## config.mk

```make
export PLATFORM = sky130hd
export DESIGN_NAME = byte_serial_add_ctrl
export DESIGN_NICKNAME = d
export VERILOG_FILES = /design/src/rtl/byte_serial_add_ctrl_pkg.sv /design/src/rtl/byte_serial_add_ctrl_eightbitadder.sv /design/src/rtl/byte_serial_add_ctrl.sv
export SDC_FILE = /design/constraint.sdc
export NUM_CORES = 1
export LEC_CHECK = 0
export CAP_MARGIN = 20
export CORE_ASPECT_RATIO = 0.9
export CORE_MARGIN = 2
export CORE_UTILIZATION = 56
export CTS_BUF_LIST = sky130_fd_sc_hd__clkbuf_16
export CTS_CLUSTER_DIAMETER = 100
export CTS_CLUSTER_SIZE = 40
export DETAILED_ROUTE_END_ITERATION = 6
export PLACE_DENSITY = 0.86
export SLEW_MARGIN = 20
export SYNTH_ARGS = -nofsm -noshare
export SYNTH_HDL_FRONTEND = slang
export SYNTH_SLANG_ARGS = --single-unit
```

## constraint.sdc

```tcl
create_clock -name clk -period 5.82 [get_ports clk]
set_input_delay 1.164 -clock clk [delete_from_list [all_inputs] [get_ports clk]]
set_output_delay 1.164 -clock clk [all_outputs]
set_load 0.02 [all_outputs]
```

## src/rtl/byte_serial_add_ctrl_pkg.sv

```systemverilog
// -----------------------------------------------------------------------------
// byte_serial_add_ctrl_pkg
//   Shared definitions for the byte-serial adder sequencer.
//   - BYTE_W : width of the shared adder slice (one byte).
//   - state_t: sequencer state codes (IDLE=0, RUN=1, DONE=2).
//   Imported by byte_serial_add_ctrl and eightbitadder.
// -----------------------------------------------------------------------------
package byte_serial_add_ctrl_pkg;

    localparam int BYTE_W = 8;

    typedef enum logic [1:0] {
        IDLE = 2'd0,
        RUN  = 2'd1,
        DONE = 2'd2
    } state_t;

endpackage : byte_serial_add_ctrl_pkg

```

## src/rtl/byte_serial_add_ctrl_eightbitadder.sv

```systemverilog
// -----------------------------------------------------------------------------
// eightbitadder
//   Plain 8-bit ripple-carry adder shared by the byte-serial sequencer.
//   Purely combinational.
// Ports:
//   a  [7:0] in   addend byte (bit 0 = LSB)
//   b  [7:0] in   addend byte (bit 0 = LSB)
//   ci       in   carry in to bit 0
//   s  [7:0] out  sum byte
//   co       out  carry out of bit 7
// -----------------------------------------------------------------------------
module eightbitadder
    import byte_serial_add_ctrl_pkg::*;
(
    input  logic [BYTE_W-1:0] a,
    input  logic [BYTE_W-1:0] b,
    input  logic              ci,
    output logic [BYTE_W-1:0] s,
    output logic              co
);

    // c[i] is the carry into bit i; c[BYTE_W] is the carry out.
    logic [BYTE_W:0] c;

    assign c[0] = ci;

    for (genvar i = 0; i < BYTE_W; i++) begin : g_fa
        assign s[i]   = a[i] ^ b[i] ^ c[i];
        assign c[i+1] = (a[i] & b[i]) | (c[i] & (a[i] ^ b[i]));
    end

    assign co = c[BYTE_W];

endmodule : eightbitadder

```

## src/rtl/byte_serial_add_ctrl.sv

```systemverilog
// -----------------------------------------------------------------------------
// byte_serial_add_ctrl
//   Sequences one shared 8-bit ripple-carry adder to add two NBYTES-wide
//   operands byte-serially, LSB byte first, one byte per clock. The carry
//   between bytes is held in a flop.
//
// Parameters:
//   NBYTES     operand width in bytes (>= 2); W = 8*NBYTES
//
// Ports:
//   clk        in   rising-edge clock
//   reset      in   asynchronous, active-high reset
//   start      in   request; sampled only in IDLE or DONE
//   a   [W]    in   operand A, captured on accepted start
//   b   [W]    in   operand B, captured on accepted start
//   cin        in   carry into byte 0, captured on accepted start
//   busy       out  high while bytes are being processed (RUN)
//   done       out  one-cycle pulse; sum/cout valid
//   sum [W]    out  result, held from done until the next accepted start
//   cout       out  carry out of the top byte, held like sum
//   sub        in   (SUBTRACT_EN only) 1 = compute a - b
//   fsm_state  out  current sequencer state, for observation
//
// Handshake: a request is accepted on any rising clock edge where start=1
//   and the sequencer is in IDLE or DONE. Requests in RUN are dropped, not
//   queued. done is asserted for exactly one cycle NBYTES+1 cycles after
//   the accepting edge's cycle; sum/cout are only meaningful from done on.
//
// Configuration macro:
//   SUBTRACT_EN  adds the 'sub' input. With sub=1 the B operand is inverted
//                on capture and the initial carry is forced to 1, giving
//                a - b; cout=1 then means "no borrow".
// -----------------------------------------------------------------------------
module byte_serial_add_ctrl
    import byte_serial_add_ctrl_pkg::*;
#(
    parameter  int NBYTES = 4,
    localparam int W      = BYTE_W * NBYTES
) (
    input  logic         clk,
    input  logic         reset,
    input  logic         start,
    input  logic [W-1:0] a,
    input  logic [W-1:0] b,
    input  logic         cin,
    output logic         busy,
    output logic         done,
    output logic [W-1:0] sum,
    output logic         cout,
`ifdef SUBTRACT_EN
    input  logic         sub,
`endif
    output state_t       fsm_state
);

    localparam int CW = $clog2(NBYTES);
    localparam logic [CW-1:0] LAST_CNT = CW'(NBYTES - 1);

    state_t           state_q;
    state_t           state_d;
    logic [CW-1:0]    cnt_q;
    logic [W-1:0]     a_q;
    logic [W-1:0]     b_q;
    logic             carry_q;
    logic [W-1:0]     sum_q;
    logic             cout_q;

    logic             accept;
    logic             last_byte;
    logic [W-1:0]     b_cap;
    logic             cin_cap;
    logic [BYTE_W-1:0] add_s;
    logic             add_co;

    // ------------------------------------------------------------------
    // Capture values. For subtraction B is inverted once at capture time
    // so the RUN datapath is identical for add and subtract.
    // ------------------------------------------------------------------
    always_comb begin
        b_cap   = b;
        cin_cap = cin;
`ifdef SUBTRACT_EN
        if (sub) begin
            b_cap   = ~b;
            cin_cap = 1'b1;
        end
`endif
    end

    assign accept    = start && ((state_q == IDLE) || (state_q == DONE));
    assign last_byte = (cnt_q == LAST_CNT);

    // ------------------------------------------------------------------
    // Shared adder: always looks at the low byte of the operand shift
    // registers and the carry flop.
    // ------------------------------------------------------------------
    eightbitadder u_adder (
        .a  (a_q[BYTE_W-1:0]),
        .b  (b_q[BYTE_W-1:0]),
        .ci (carry_q),
        .s  (add_s),
        .co (add_co)
    );

    // ------------------------------------------------------------------
    // FSM state register
    // ------------------------------------------------------------------
    always_ff @(posedge clk or posedge reset) begin
        if (reset) begin
            state_q <= IDLE;
        end else begin
            state_q <= state_d;
        end
    end

    // ------------------------------------------------------------------
    // FSM next-state logic
    // ------------------------------------------------------------------
    always_comb begin
        state_d = state_q;
        case (state_q)
            IDLE: begin
                if (start) begin
                    state_d = RUN;
                end
            end
            RUN: begin
                if (last_byte) begin
                    state_d = DONE;
                end
            end
            DONE: begin
                // Back-to-back request skips IDLE entirely.
                state_d = start ? RUN : IDLE;
            end
            default: begin
                state_d = IDLE;
            end
        endcase
    end

    // ------------------------------------------------------------------
    // Datapath: operand capture, byte shifting, carry and result
    // ------------------------------------------------------------------
    always_ff @(posedge clk or posedge reset) begin
        if (reset) begin
            cnt_q   <= '0;
            a_q     <= '0;
            b_q     <= '0;
            carry_q <= 1'b0;
            sum_q   <= '0;
            cout_q  <= 1'b0;
        end else if (accept) begin
            cnt_q   <= '0;
            a_q     <= a;
            b_q     <= b_cap;
            carry_q <= cin_cap;
        end else if (state_q == RUN) begin
            // Result bytes enter at the MSB end; after NBYTES shifts byte 0
            // has travelled down to the bottom of sum.
            sum_q   <= {add_s, sum_q[W-1:BYTE_W]};
            carry_q <= add_co;
            a_q     <= a_q >> BYTE_W;
            b_q     <= b_q >> BYTE_W;
            if (last_byte) begin
                cnt_q  <= '0;
                cout_q <= add_co;
            end else begin
                cnt_q  <= cnt_q + CW'(1);
            end
        end
    end

    // Outputs are either registers or decodes of the state register.
    assign busy      = (state_q == RUN);
    assign done      = (state_q == DONE);
    assign sum       = sum_q;
    assign cout      = cout_q;
    assign fsm_state = state_q;

endmodule : byte_serial_add_ctrl

```

==> results.ini, run 1 <==
[worst_setup_path]
crit_path_end_kind=flip-flop
critPathKind=flip-flop to flip-flop
path_max_fanout=3
crit_arrival_ns=3.97
reg2reg_setup_slack_ns=2.12
critPathLaunchType=flip-flop
required_ns=6.08
rr_worst_depth=12

[cells_and_area]
stdcell_count=690
diodes=0
nNetsFinal=640
fillers=641
layout-drive-gt1-share_pct=10.9
multi_input_area_sq_um=2290
finish.utilization_pct=70.9
seq_area_sq_um=2560
syn_to_final_growth_pct=24.1

[routing]
wl_per_cell_um=16.7
drc=0
vias=3855
drt_iter0_markers=199
wl_mm=11.5
firstDrtPassIters=4
detail-route-antenna-nets=0
post_drt_via_cell_ratio=5.59

[floorplanning]
dieArea_sq_um=10000
rows=33
die_x_um=105
core-area_sq_um=9040
floorplan.initialDensity_pct=57.1
boundaryPins=105
die_y_um=95.1

[synth]
synth_fa_ha_area_share_pct=3.34
synth_xor_area_share_pct=0
synth-seq-cells=102
synth_nets=558
yosys.area.top_type_share_pct=49.4
netlist_instances=481
async_reset_ff_share_pct=100
synthDistinctLibCells=31
yosys.area.top_type=dfrtp_1
synth-edff-count=0
synth_flop_cell=dfrtp_1
synth_area_sq_um=5170
synth_area_leaders=dfrtp_1 49%, mux2i_1 8.7%, a211oi_2 7.0%, nand2_1 6.8%, nor2b_1 4.6%
synth_compound_area_share_pct=16.8
synth_mux_area_share_pct=8.94
yosysWarnings=0
synth_top_family_by_area=compound AO/OA/AOI/OAI gates
synth.yosys.seq_area_share_pct=49.4
synth.avg_cell_area_sq_um=10.7
synth-simple-area-share_pct=15.2

[sta]
skew_ns=0.00661
final-hold-violation-count=0
slew_headroom_pct=30.4
final_max_slew_viol_count=0
rsz0062_at_grt=no
tightest_slew_ns=1.04
fmax_ghz=0.270
final.setup.tns_ns=0
setup_viol=0
hold_slack_ns=0.482
min_period_ns=3.70
period_share_pct=63.6

[power]
vdd_ir_drop_max_mv=0.324
power_leakage_uw=0.00268
p_per_area_nw_per_um2=564

[clocking]
postCtsSetupBuffers=0
cts_root_buf=clkbuf_16
ctsResizeCount=0
cts_tree=yes
cts_hold_buf=0
h-tree-depth=3
clk_pin_slew_ns=0.06
cts_sinks=102
cts_made_buffers=9
cts_buffer_depth=2
insertion_delay_ns=0.34

[grt]
grt_pass1_wl_mm=18.6
grt.overflow.total=0
grt_max_degree=98
grt_use_total_pct=23.8
busiest_layer=met2
met1_usage_pct=33.4
antenna_found_initial=0
grt_pass1_vias=3773
grtUsageMet2_pct=38.9
met3_usage_pct=3.21

[placement]
hpwlAfterDp_mm=7.51
finalWeightedCongestion=0.771
place_inst=674
io_buffer_count=104

[job]
max_cap_violations=0

[outcome]
status=complete, no violations

[min_path]
min_path_cells=2
hp-class=flip-flop to flip-flop

routing by layer:
| layer | up-vias | share of wire [%] |
|---|---|---|
| met1 | 1905 | 45 |
| met4 | 0 | 1.7 |
| met2 | 112 | 49 |
| li1 | 1823 | - |
| met5 | - | 0 |
| met3 | 15 | 4.2 |
cell type report:
type	count	area share, %
sequential	102	39.9
multi-input combinational	333	35.7
timing repair buffer	108	16.7
clock buffer	9	3.51
tap	122	2.38
clock inverter	7	1.29
inverter	9	0.566
worst max-delay path, cell delays in order (launching register included):
cell	delay (ns)
dfrtp_1	0.42
fa_1	0.43
inv_1	0.08
fa_1	0.16
inv_1	0.05
fa_1	0.37
fa_1	0.38
fa_1	0.39
fa_1	0.38
fa_1	0.36
inv_1	0.08
fa_1	0.40
o21ai_1	0.13
worst paths after layout:
check | endpoint | start
worst min-delay path | sum[2]$_DFFE_PP0P_ | sum[2]$_DFFE_PP0P_
worst min register to register | sum[2]$_DFFE_PP0P_ | sum[2]$_DFFE_PP0P_
worst max-delay path | sum[31]$_DFFE_PP0P_ | a_q[0]$_DFFE_PP0P_
max in group asynchronous | fsm_state[0]$_DFFE_PP0P_ | reset
worst max register to register | sum[31]$_DFFE_PP0P_ | a_q[0]$_DFFE_PP0P_
min in group asynchronous | sum[1]$_DFFE_PP0P_ | reset
layout by cell type (no fill, tap or decap), types with 8 or more instances in the layout:
master and count:
nand2_1 94, dfrtp_1 100, a211oi_1 9, nand3_1 8
a21oi_1 33, nor2b_1 38, fa_1 8, o22ai_1 10
clkdlybuf4s50_1 103, clkbuf_16 9, nor2_1 12, o21ai_1 10
inv_1 10, nor3_1 10, mux2i_1 45, a22o_1 10
a211oi_2 29
power by group:
part           internal, uW  total [uW]  switching, uW
clock                   371         621            250
sequential             1050        1330            279
combinational           734        1660            929
sequential cells by signal (all words and copies together), names as in the netlist:
name / flops
cout: 1
a_q: 32
fsm_state: 2
b_q: 32
carry_q: 1
sum: 32
cnt_q: 2
logic make-up (layout without fill, tap and decap cells):
group	after synthesis	count (layout)
buffers and inverters	46	133
DFF	102	102
and+or+nand+nor	169	169
muxes	46	46
AOI/OAI and AO/OA	109	109
adders and majority gates	9	9
cell usage after synthesis (2+ instances only):
library cell,instances
a211oi_1,9
a211oi_2,29
a21oi_1,33
a21oi_2,7
a22o_1,10
buf_12,4
buf_2,16
buf_4,7
buf_6,6
clkbuf_1,4
dfrtp_1,102
fa_1,8
inv_1,8
mux2i_1,45
nand2_1,94
nand2b_1,2
nand3_1,8
nor2_1,12
nor2b_1,38
nor3_1,10
o21ai_1,10
o22ai_1,10
per-stage QoR:
step / area, sq um / total power (uW) / setup WS, ns
final: 6410 / 3620 / 2.12
after global routing: 6410 / 3870 / 1.92
after CTS: 6410 / 3640 / 2.09
after detailed placement: 6100 / 2990 / 2.10
after global placement: 6100 / 2910 / 2.16
after floorplan: 5170 / 2490 / 1.98
(Power assumes the default switching activity.)
==> inputs of run 2 (changes only) <==
Settings changed: CORE_UTILIZATION 56 to 47, PLACE_DENSITY 0.86 to 0.77.
Clock period 5.82 ns to 3 ns, I/O delays scaled along.
==> run 2 against run 1 <==
- cell count rose by 3.2%
- the flow now finishes with violations (setup timing)
- die area grew 18%
- largest power group unchanged
- sequential power up 94%
- clock skew is 0.0026 ns lower
- register-to-register slack worse by 2.6 ns
- first-iteration DRC count grew 86%
- flip-flop and latch count stayed put
- worst setup slack worse by 2.6 ns
- critical path type unchanged
==> results.ini, run 2 (synthesis results as in run 1) <==
[floorplanning]
die_y_um=103  ; +8.8%
floorplan.initialDensity_pct=48.0  ; -9.1 points
dieArea_sq_um=11800  ; +18%
core-area_sq_um=10800  ; +19%
die_x_um=115  ; +8.8%
rows=36  ; +9.1%
boundaryPins=105  ; unchanged

[min_path]
min_to=sum[2]$_DFFE_PP0P_
min_from=sum[2]$_DFFE_PP0P_
min_path_cells=2  ; unchanged
hp-class=flip-flop to flip-flop

[sta]
rsz0062_at_grt=yes
fin_ws_ns=-0.526  ; -2.64 ns
min_period_ns=3.53  ; -0.177 ns
final_max_slew_viol_count=0  ; unchanged
setup_viol=4  ; +4
period_share_pct=118  ; +54 points
final-hold-violation-count=0  ; unchanged
tightest_slew_ns=1.09  ; +0.0461 ns
slew_headroom_pct=27.4  ; -3.1 points
fmax_ghz=0.284  ; +5.0%
skew_ns=0.00404  ; -0.00257 ns
hold_slack_ns=0.485  ; +0.00295 ns

[worst_setup_path]
critPathLaunchType=flip-flop
reg2reg_from=a_q[0]$_DFFE_PP0P_
crit_path_frequent_cell=fa_2
r2r_end=carry_q$_DFFE_PP0P_
critPathKind=flip-flop to flip-flop
crit_path_end_kind=flip-flop
path_max_fanout=2  ; -1
rr_worst_depth=13  ; +1
crit_path_top_delay_cell=dfrtp_1
reg2reg_setup_slack_ns=-0.53  ; -2.64 ns
critPathTopFamily=adder cells
path_cells=fa_2 -> inv_2 -> fa_2 -> inv_2 -> fa_2 -> fa_2 -> fa_2 -> fa_2 -> fa_2 -> inv_2 -> fa_2 -> nor2_1 -> a221o_1
critPathBufInv=3  ; unchanged
crit_arrival_ns=3.74  ; -0.23 ns
slowest_delay_ns=0.40  ; -0.03 ns
required_ns=3.22  ; -2.86 ns

[routing]
post_drt_via_cell_ratio=5.37  ; -3.8%
vias=3825  ; -0.78%
wl_per_cell_um=16.7  ; +0.51%
firstDrtPassIters=4  ; unchanged
drc=0  ; unchanged
detail-route-antenna-nets=0  ; unchanged
wl_mm=11.9  ; +3.7%
drt_iter0_markers=371  ; +86%

[cells_and_area]
nNetsFinal=651  ; +1.7%
diodes=0  ; unchanged
final_cell_mix=103 x clkdlybuf4s50_1, 100 x dfrtp_1, 94 x nand2_1
seq_area_sq_um=2560  ; unchanged
multi_input_area_sq_um=2310  ; +1.0%
finish.utilization_pct=60.5  ; -10 points
layout-drive-gt1-share_pct=15.2  ; +4.3 points
layout_commonest_cell=clkdlybuf4s50_1
syn_to_final_growth_pct=26.0
fin_area_sq_um=6510  ; +1.5%
fillers=920  ; +44%

[clocking]
cts_hold_buf=0  ; unchanged
cts_buffer_depth=2  ; unchanged
cts_root_buf=clkbuf_16
cts_sinks=102  ; unchanged
clk_pin_slew_ns=0.07  ; about the same
insertion_delay_ns=0.34  ; about the same
h-tree-depth=3  ; unchanged
cts_made_buffers=9  ; unchanged
cts_tree=yes

[power]
vdd_ir_drop_max_mv=0.490  ; +51%
p_per_area_nw_per_um2=1080  ; +92%
power_leakage_uw=0.00269  ; +0.30%

[grt]
antenna_found_initial=0  ; unchanged
grt_use_total_pct=20.4  ; -3.4 points
grt_pass1_vias=3685  ; -2.3%
grt_max_degree=103  ; +5.1%
grt_pass1_wl_mm=18.8  ; +1.0%
grt.overflow.total=0  ; unchanged

[placement]
place_area_sq_um=6220  ; +2.0%
dp_slack_ns=-0.508  ; -2.61 ns
io_buffer_count=104  ; unchanged
hpwlAfterDp_mm=8.30  ; +10%
finalWeightedCongestion=0.781  ; +1.3%

[outcome]
violations=setup timing
status=finished with violations

[job]
max_cap_violations=0  ; unchanged

==> run 2: cell count changes in the layout (fill, tap and decap cells not counted), moves of 2 or more <==
cell	change
buf_4	+11
fa_1	-8
fa_2	+8
clkinvlp_4	+5
inv_1	-5
inv_2	+3
bufinv_16	-2
==> run 2: layer usage <==
metal,up-vias,track usage (%),wire length (um)
met4,0,4.78,115
met2,91,32.1,5670
met1,1885,29.6,5650
met5,-,0,0
li1,1843,-,-
met3,6,4.20,483
==> run 2: worst min-delay path, delay by kind of cell (launching register included) <==
family	cells	cell delay, ns
simple gates	2	0.11
flops	1	0.35
==> run 2: worst max path at each step <==
stage | from | endpoint | slack (ns) | cells past startpoint
6_report | a_q[0]$_DFFE_PP0P_ | carry_q$_DFFE_PP0P_ | -0.53 | 13
5_1_grt | a_q[0]$_DFFE_PP0P_ | carry_q$_DFFE_PP0P_ | -0.65 | 13
4_1_cts | a_q[0]$_DFFE_PP0P_ | carry_q$_DFFE_PP0P_ | -0.53 | 13
3_5_place_dp | a_q[0]$_DFFE_PP0P_ | carry_q$_DFFE_PP0P_ | -0.51 | 13
3_3_place_gp | a_q[0]$_DFFE_PP0P_ | sum[31]$_DFFE_PP0P_ | -0.45 | 12
2_1_floorplan | a_q[0]$_DFFE_PP0P_ | sum[31]$_DFFE_PP0P_ | -0.38 | 12
==> run 2: where the power goes <==
| group | total, uW | internal (uW) | switching, uW |
|---|---|---|---|
| logic | 3370 | 1530 | 1840 |
| registers | 2580 | 2040 | 538 |
| clock network | 1080 | 562 | 520 |
==> run 2: what timing repair did <==
| action | in CTS | in global routing |
|---|---|---|
| endpoints found under the setup margin | 4 | 4 |
| buffers inserted | 0 | 1 |
| gates resized for setup | 0 | 3 |
| pin swaps | 0 | 0 |
| cloned | 0 | 0 |
| hold endpoints to repair | 0 | 0 |
==> run 2: final cells by class <==
class / instances / share of cell area [%]
clock buffer: 9 / 3.46
clock inverter: 7 / 0.769
inverter: 9 / 0.576
multi-input combinational: 333 / 35.5
sequential: 102 / 39.3
tap: 133 / 2.56
timing repair buffer: 119 / 17.9
==> run 2: stage by stage <==
stage | power (uW) | std cells | TNS (ns)
after floorplan | 4860 | 481 | -0.912
after global placement | 5800 | 695 | -1.20
after detailed placement | 5970 | 695 | -1.39
after CTS | 7070 | 711 | -1.46
after global routing | 7580 | 712 | -1.98
final | 7030 | 712 | -1.53
